--- config.mk ---
export PLATFORM = sky130hd
export DESIGN_NAME = controlador_posicionamento
export DESIGN_NICKNAME = d
export VERILOG_FILES = /design/src/rtl/controlador_posicionamento_pkg.sv /design/src/rtl/controlador_posicionamento_detector.sv /design/src/rtl/controlador_posicionamento.sv
export SDC_FILE = /design/constraint.sdc
export NUM_CORES = 1
export LEC_CHECK = 0
export ABC_AREA = 1
export ABC_CLOCK_PERIOD_IN_PS = 1800
export CAP_MARGIN = 30
export CORE_MARGIN = 1.5
export CORE_UTILIZATION = 28
export CTS_BUF_LIST = sky130_fd_sc_hd__clkbuf_2 sky130_fd_sc_hd__clkbuf_4 sky130_fd_sc_hd__clkbuf_8
export DETAILED_ROUTE_END_ITERATION = 6
export GPL_ROUTABILITY_DRIVEN = 0
export HOLD_SLACK_MARGIN = 0.1
export PLACE_DENSITY = 0.59
export RECOVER_POWER = 100
export SETUP_SLACK_MARGIN = 0.2
export SYNTH_ARGS = -nofsm -noshare
export SYNTH_HDL_FRONTEND = slang
export SYNTH_HIERARCHICAL = 1
export SYNTH_SLANG_ARGS = --single-unit
--- constraint.sdc ---
create_clock -name clk -period 1.8 [get_ports clk]
set_clock_uncertainty 0.2 [all_clocks]
set_input_delay 0.36 -clock clk [delete_from_list [all_inputs] [get_ports clk]]
set_output_delay 0.36 -clock clk [all_outputs]
set_load 0.02 [all_outputs]
--- src/rtl/controlador_posicionamento_pkg.sv ---
// Shared types for the fleet-placement phase: piece types, direction encoding,
// the fixed fleet order and the sequencer state set.
package controlador_posicionamento_pkg;

  typedef enum logic [2:0] {
    PORTA_AVIOES = 3'd0,
    ENCOURACADO  = 3'd1,
    HIDROAVIAO   = 3'd2,
    CRUZADOR     = 3'd3,
    SUBMARINO    = 3'd4
  } tipo_peca_e;

  localparam logic DIR_HORIZONTAL = 1'b0;
  localparam logic DIR_VERTICAL   = 1'b1;

  localparam int TAM_FROTA = 11;

  // Placement order of one fleet, indexed by piece number.
  localparam tipo_peca_e ORDEM_FROTA [TAM_FROTA] = '{
    PORTA_AVIOES,
    ENCOURACADO, ENCOURACADO,
    HIDROAVIAO, HIDROAVIAO,
    CRUZADOR, CRUZADOR, CRUZADOR,
    SUBMARINO, SUBMARINO, SUBMARINO
  };

  typedef enum logic [2:0] {
    OCIOSO,
    ESPERA,
    VALIDA,
    AGUARDA,
    AVANCA,
    FIM
  } estado_e;

  // Indices past the end of the fleet (unreachable) decode to SUBMARINO.
  function automatic tipo_peca_e tipo_da_peca(input logic [3:0] indice);
    tipo_peca_e tipo;
    tipo = SUBMARINO;
    for (int i = 0; i < TAM_FROTA; i++) begin
      if (indice == 4'(i)) tipo = ORDEM_FROTA[i];
    end
    return tipo;
  endfunction

endpackage

--- src/rtl/controlador_posicionamento_detector.sv ---
// Rising-edge detector for the debounced confirm button.
module detector_borda_subida (
  input  logic clk,
  input  logic rst_n,
  input  logic sinal_i,
  output logic borda_o
);

  logic prev_q;

  // NOTE: sequential state uses non-blocking assignments so every flop samples pre-edge values.
  always_ff @(posedge clk or negedge rst_n) begin
    if (!rst_n) prev_q <= 1'b0;
    else        prev_q <= sinal_i;
  end

  assign borda_o = sinal_i & ~prev_q;

endmodule

--- src/rtl/controlador_posicionamento.sv ---
// Fleet-placement sequencer: latches each placement request, hands it to the
// piece validator, waits for its verdict and walks both players' fleets.
module controlador_posicionamento
  import controlador_posicionamento_pkg::*;
#(
  parameter int NUM_PECAS      = 11,
  parameter int TIMEOUT_CICLOS = 64,
  parameter int LARG_TIMEOUT   = 7
) (
  input  logic       clk,
  input  logic       rst_n,
  input  logic       iniciar,
  input  logic       confirmar,
  input  logic       direcao_in,
  input  logic [2:0] orientacao_in,
  input  logic [3:0] x_in,
  input  logic [3:0] y_in,
  input  logic       val_ready,
  input  logic       val_conflito_borda,
  input  logic       val_conflito_mem,
  output logic       val_enable,
  output logic [2:0] val_tipo,
  output logic       val_direcao,
  output logic [2:0] val_orientacao,
  output logic [3:0] val_x,
  output logic [3:0] val_y,
  output logic       val_jogador,
  output logic [3:0] indice_peca,
  output logic       erro_borda,
  output logic       erro_memoria,
  output logic       erro_timeout,
  output logic       ocupado,
  output logic       fase_concluida
);

  localparam logic [3:0]              ULTIMA_PECA = 4'(NUM_PECAS - 1);
  localparam logic [LARG_TIMEOUT-1:0] CONT_MAX    = LARG_TIMEOUT'(TIMEOUT_CICLOS - 1);

  estado_e                 estado_q;
  logic                    evento_conf;
  logic                    val_enable_q;
  logic                    direcao_q;
  logic [2:0]              orientacao_q;
  logic [3:0]              x_q;
  logic [3:0]              y_q;
  logic                    jogador_q;
  logic [3:0]              indice_q;
  logic                    erro_borda_q;
  logic                    erro_memoria_q;
  logic                    erro_timeout_q;
  logic                    ocupado_q;
  logic                    fase_q;
  logic [LARG_TIMEOUT-1:0] cont_q;

  detector_borda_subida u_detector (
    .clk     (clk),
    .rst_n   (rst_n),
    .sinal_i (confirmar),
    .borda_o (evento_conf)
  );

  always_ff @(posedge clk or negedge rst_n) begin
    if (!rst_n) begin
      estado_q       <= OCIOSO;
      val_enable_q   <= 1'b0;
      direcao_q      <= 1'b0;
      orientacao_q   <= '0;
      x_q            <= '0;
      y_q            <= '0;
      jogador_q      <= 1'b0;
      indice_q       <= '0;
      erro_borda_q   <= 1'b0;
      erro_memoria_q <= 1'b0;
      erro_timeout_q <= 1'b0;
      ocupado_q      <= 1'b0;
      fase_q         <= 1'b0;
      cont_q         <= '0;
    end else begin
      unique case (estado_q)
        OCIOSO, FIM: begin
          if (iniciar) begin
            estado_q       <= ESPERA;
            jogador_q      <= 1'b0;
            indice_q       <= '0;
            fase_q         <= 1'b0;
            erro_borda_q   <= 1'b0;
            erro_memoria_q <= 1'b0;
            erro_timeout_q <= 1'b0;
          end
        end

        ESPERA: begin
          if (evento_conf) begin
            direcao_q      <= direcao_in;
            orientacao_q   <= orientacao_in;
            x_q            <= x_in;
            y_q            <= y_in;
            erro_borda_q   <= 1'b0;
            erro_memoria_q <= 1'b0;
            erro_timeout_q <= 1'b0;
            estado_q       <= VALIDA;
          end
        end

        VALIDA: begin
          val_enable_q <= 1'b1;
          ocupado_q    <= 1'b1;
          cont_q       <= '0;
          estado_q     <= AGUARDA;
        end

        AGUARDA: begin
          val_enable_q <= 1'b0;
          // Border beats memory beats ready beats timeout.
          if (val_conflito_borda) begin
            erro_borda_q <= 1'b1;
            ocupado_q    <= 1'b0;
            estado_q     <= ESPERA;
          end else if (val_conflito_mem) begin
            erro_memoria_q <= 1'b1;
            ocupado_q      <= 1'b0;
            estado_q       <= ESPERA;
          end else if (val_ready) begin
            ocupado_q <= 1'b0;
            estado_q  <= AVANCA;
            if (indice_q != ULTIMA_PECA) begin
              indice_q <= indice_q + 4'd1;
            end else if (!jogador_q) begin
              indice_q  <= '0;
              jogador_q <= 1'b1;
            end else begin
              fase_q <= 1'b1;
            end
          end else if (cont_q == CONT_MAX) begin
            erro_timeout_q <= 1'b1;
            ocupado_q      <= 1'b0;
            estado_q       <= ESPERA;
          end else begin
            cont_q <= cont_q + LARG_TIMEOUT'(1);
          end
        end

        // Index/player already moved on the ready edge; this cycle only routes onward.
        AVANCA: estado_q <= fase_q ? FIM : ESPERA;

        default: estado_q <= OCIOSO;
      endcase
    end
  end

  assign val_enable     = val_enable_q;
  assign val_tipo       = tipo_da_peca(indice_q);
  assign val_direcao    = direcao_q;
  assign val_orientacao = orientacao_q;
  assign val_x          = x_q;
  assign val_y          = y_q;
  assign val_jogador    = jogador_q;
  assign indice_peca    = indice_q;
  assign erro_borda     = erro_borda_q;
  assign erro_memoria   = erro_memoria_q;
  assign erro_timeout   = erro_timeout_q;
  assign ocupado        = ocupado_q;
  assign fase_concluida = fase_q;

endmodule

Word-level counts from Yosys, hierarchy flattened
Index checks and enable logic that the tools add are counted.

Add/sub/neg operators: 2. Equal/unequal tests: 31. Multiplexer cells: 60. Bitwise gates (word level): 2. Reduce and logical (&&, ||, !) cells: 16.

Operators with widths (number): $mux W3 (18); $mux W7 (4); $mux W4 (6); $ne A2 B2 Y1 const B (12); $mux W1 (22); $eq A4 B3 Y1 const B (4); $pmux W3 S5 (1); $pmux W7 S2 (1); $reduce_and A7 Y1 (2); $eq A4 B4 Y1 const B (3); $reduce_and A6 Y1 (2); $reduce_and A5 Y1 (2); $pmux W1 S3 (3); $eq A4 B2 Y1 const B (2); $pmux W1 S2 (4); $pmux W4 S2 (1); $add A7 B1 Y7 const B (1); $eq A7 B6 Y1 const B (1); $eq A3 B2 Y1 const B (2); $eq A3 B3 Y1 const B (2); $ne A5 B5 Y1 const B (1); $add A4 B1 Y4 const B (1); $eq A4 B1 Y1 const B (1); $logic_not A4 Y1 (1); other kinds (12) (14).

Register bits after elaboration: 34. Input port bits: 19. Output and inout bits: 26.

Longest topological paths before layout
Word-level depth: 12. Gate-level depth with buffers: 10. Mapped depth without buffers: 9.

Hierarchy
Netlist, hierarchy kept.

Modules (own cells, without submodules): controlador_posicionamento (instances 1, cells each 200, area an instance 1747.9 sq um); detector_borda_subida (instances 1, cells each 3, area an instance 35.0 sq um).

Worst setup path after synthesis
No wires, ideal clock.

Kind: reg2out. Start: register indice_q[0], in the netlist indice_peca[0]. End: output val_tipo[0]. Data arrival time: 1205 ps. Required time: 1240 ps. Path slack: 35 ps. Stages on the path, launching flop included: 4. Buffers on the path: 0. Path through: dfrtp_1 nand2_1 inv_1 a211oi_1.

Cells in the longest elaborated chain, start to end: 11. Elaborated cells between the ends (all ways): 20. Classes of those cells: 10 x eq/ne; 10 x mux.

Ends and longest elaborated chain: from (decl) (line controlador_posicionamento.sv:47) `logic [3:0] indice_q;`; from (signal assigned) (line controlador_posicionamento.sv:127) `indice_q <= indice_q + 4'd1;`; $eq A4 B1 Y1 (line controlador_posicionamento_pkg.sv:41) `if (indice == 4'(i)) tipo = ORDEM_FROTA[i];`; $mux W3 (9 in a row) (line controlador_posicionamento_pkg.sv:41); $mux W3 * (line controlador_posicionamento_pkg.sv:41); to (decl) (line controlador_posicionamento.sv:22) `output logic [2:0] val_tipo,`.

Mark *: on every way between the ends. The rest lies on a longest branch, timed or not.

Worst setup path after layout
Ends and elaborated chain as after synthesis.

==> flow_summary.ini <==
[timing]
drv_slew = 0
max-slew-margin-rel_pct = 43.2
rsz0062_at_grt = yes
hold_ws_ns = 0.291
setup_viol = 0
setup_slack_ns = 0.0455
min_period_over_period_pct = 97.5
hold_viol = 0
tightestPinTransition_ns = 0.852
period_minus_slack_ns = 1.75
fmax_mhz = 570

[setup_path]
crit_chain = buf_4 > nor2_1 > a211oi_2 > buf_4
reg2reg_slack_ns = 0.11
worst-path-max-fanout = 4
end_kind = primary output
cpMaxStageDelayCell = dfrtp_1
start_kind = register
crit_path_max_incr_delay_ns = 0.39
critPathRequiredTime_ns = 1.24
path_common_cell = buf_4
critPathTopFamily = flip-flops
critical_path_class = register to primary output
cp_data_arrival_time_ns = 1.19
path_buf_inv = 2

[cells_and_area]
fin_nets = 304
drive_gt1_share_pct = 34.4
syn_to_final_growth_pct = 56.1
antennaDiodeCount = 0
fin_area_um2 = 2780

[cts]
cts_root_buf = clkbuf_8
insertion_delay_ns = 0.29
h-tree-depth = 2
clock_path_buffers = 2
clock-sinks = 34
cts_tree = yes
clkTransAtPathRegs_ns = 0.08
cts_made_buffers = 5

[synthesis]
synth_ff_type = dfrtp_1
syn-mean-instance-area_um2 = 8.78
syn_inst = 203
ys_async_sr_fraction_pct = 100
ys_ff_latch = 34
ys_seq_area_share_pct = 47.7
synth_fp_nets = 223
ys_warn_count = 6
synth_enable_flop_cells = 0
synth_area_um2 = 1780
ys_types = 31

[detailed_routing]
drcViolationCount = 0
vias = 1604
first_pass_iters = 4
ant_nets = 0
avgViaCountPerCell = 4.46
wl_per_cell_um = 11.9
wirelength_mm = 4.27
first_iter_violations = 34

[placed_design]
place.detailed.hpwl_mm = 2.90
place_ws_ns = -0.168
place_area_um2 = 2450
io_buffers = 44

[run]
maxCapViolCount = 0

[power]
power_leakage_nw = 1.32
irDropWorstVdd_uv = 820
power_per_cell_area_nw_per_um2 = 1540

[floorplan]
rows = 28
core_area_um2 = 6030
dieArea_um2 = 6860
die_width_um = 82.8
initial_core_util_pct = 29.6
die-height_um = 82.8
ios = 45

[global_route]
grt_max_degree = 35
grt_pass1_vias = 1456
grt_usage_pct = 12.5
antenna_found_initial = 0
grt_pass1_wl_mm = 6.51
grt_overflow_total = 0

[status]
status = completed

[hold_path]
hold_class = register to register
## power by group
part / switching (mW) / internal, mW / leakage, nW
combinational: 1.29 / 0.963 / 0.826
sequential: 0.174 / 1.01 / 0.429
clock: 0.307 / 0.555 / 0.0683
total: 1.77 / 2.53 / 1.32
## cells in the final DEF, fill, tap and decap left out, drive strengths merged
| cell | count |
|---|---|
| a211oi | 1 |
| a21oi | 8 |
| a31oi | 1 |
| buf | 33 |
| bufinv | 2 |
| clkbuf | 10 |
| clkdlybuf4s25 | 6 |
| clkdlybuf4s50 | 15 |
| clkinv | 1 |
| dfrtp | 34 |
| dlygate4sd2 | 14 |
| dlygate4sd3 | 2 |
| dlymetal6s2s | 1 |
| ha | 1 |
| inv | 24 |
| mux2 | 12 |
| nand2 | 60 |
| nand3 | 21 |
| nand4 | 1 |
| nor2 | 20 |
| nor3 | 1 |
| o211ai | 1 |
| o21ai | 13 |
| o21bai | 1 |
| or2 | 1 |
| xnor2 | 1 |
## registers in the layout, indices dropped and copies added (netlist names)
signal             count
val_orientacao         3
val_direcao            1
erro_borda             1
estado_q               3
erro_timeout           1
val_x                  4
cont_q                 7
erro_memoria           1
ocupado                1
indice_peca            4
val_y                  4
u_detector/prev_q      1
fase_concluida         1
val_jogador            1
val_enable             1
## cell type report
cell class / instances / area, um2
Fill cell: 603 / 3240
Multi-Input combinational cell: 143 / 941
Sequential cell: 34 / 855
Timing Repair Buffer: 76 / 659
Inverter: 24 / 97.6
Tap cell: 75 / 93.8
Clock buffer: 5 / 68.8
Clock inverter: 3 / 68.8
## final timing paths
kind,startpoint,end,depth (start not counted)
min,val_y[2]$_DFFE_PN0P_,val_y[2]$_DFFE_PN0P_,1
min in group asynchronous,rst_n,cont_q[5]$_DFFE_PN0P_,2
max in group asynchronous,rst_n,estado_q[2]$_DFFE_PN0P_,2
max reg2reg,estado_q[0]$_DFFE_PN0P_,val_x[0]$_DFFE_PN0P_,5
min reg2reg,val_y[2]$_DFFE_PN0P_,val_y[2]$_DFFE_PN0P_,1
max,indice_peca[0]$_DFFE_PN0P_,val_tipo[0],4
## per-stage QoR
stage	instances	utilization [%]	setup TNS (ns)	total power [mW]
finish	360	46.2	0	4.30
global route	360	46.2	-0.00226	4.60
CTS	348	42.9	0	4.03
detailed placement	338	40.7	-3.49	3.25
global placement	338	40.7	-3.23	3.23
floorplan	203	-	0	2.45
## metal layers
layer | GRT usage (%) | share of wire (%) | vias up
li1 | - | - | 823
met1 | 16.7 | 46 | 739
met2 | 19.7 | 47 | 37
met3 | 3.28 | 5.6 | 5
met4 | 4.00 | 0.87 | 0
met5 | 0 | 0 | -
## worst reg2reg max path, cell delays in order, from the launching register on
cell and delay [ns]:
dfrtp_1 0.55, clkbuf_1 0.20, nand3_4 0.14, inv_6 0.09, nand2_4 0.08, mux2_1 0.33
## what timing repair did
item                                   in CTS  in global routing
setup endpoints to repair                  56                 40
endpoints found under the hold margin       0                  1
gates resized for setup                    60                 56
cloned                                      0                  2
setup buffers                               2                  9
pin swaps                                   1                 15
hold buffers                                0                  1
## cells in the mapped netlist (2+ instances only)
library cell,instances,area (um2)
nor2_2,2,12.5
nor2_1,16,60.1
a21oi_1,7,35.0
mux2_4,5,75.1
nand2_4,3,33.8
inv_1,20,75.1
mux2_2,7,78.8
inv_2,4,15.0
buf_4,2,15.0
nand3_1,18,90.1
dfrtp_1,34,851
nand2_2,4,25.0
o21ai_1,4,20.0
o21ai_0,9,45.0
nand3_2,2,20.0
nand2_1,51,191
## cell families (layout without fill, tap and decap cells)
family          count (synthesis)  in the layout  share of synthesized area [%]
flops                          34             34                           47.7
fa+ha+maj                       1              1                          0.702
xor+xnor                        1              1                          0.491
compound gates                 25             25                           7.72
buf+inv                        28            108                           6.74
simple gates                  102            104                           28.0
mux                            12             12                           8.63
No activity file was read; power rests on OpenSTA's default activity.
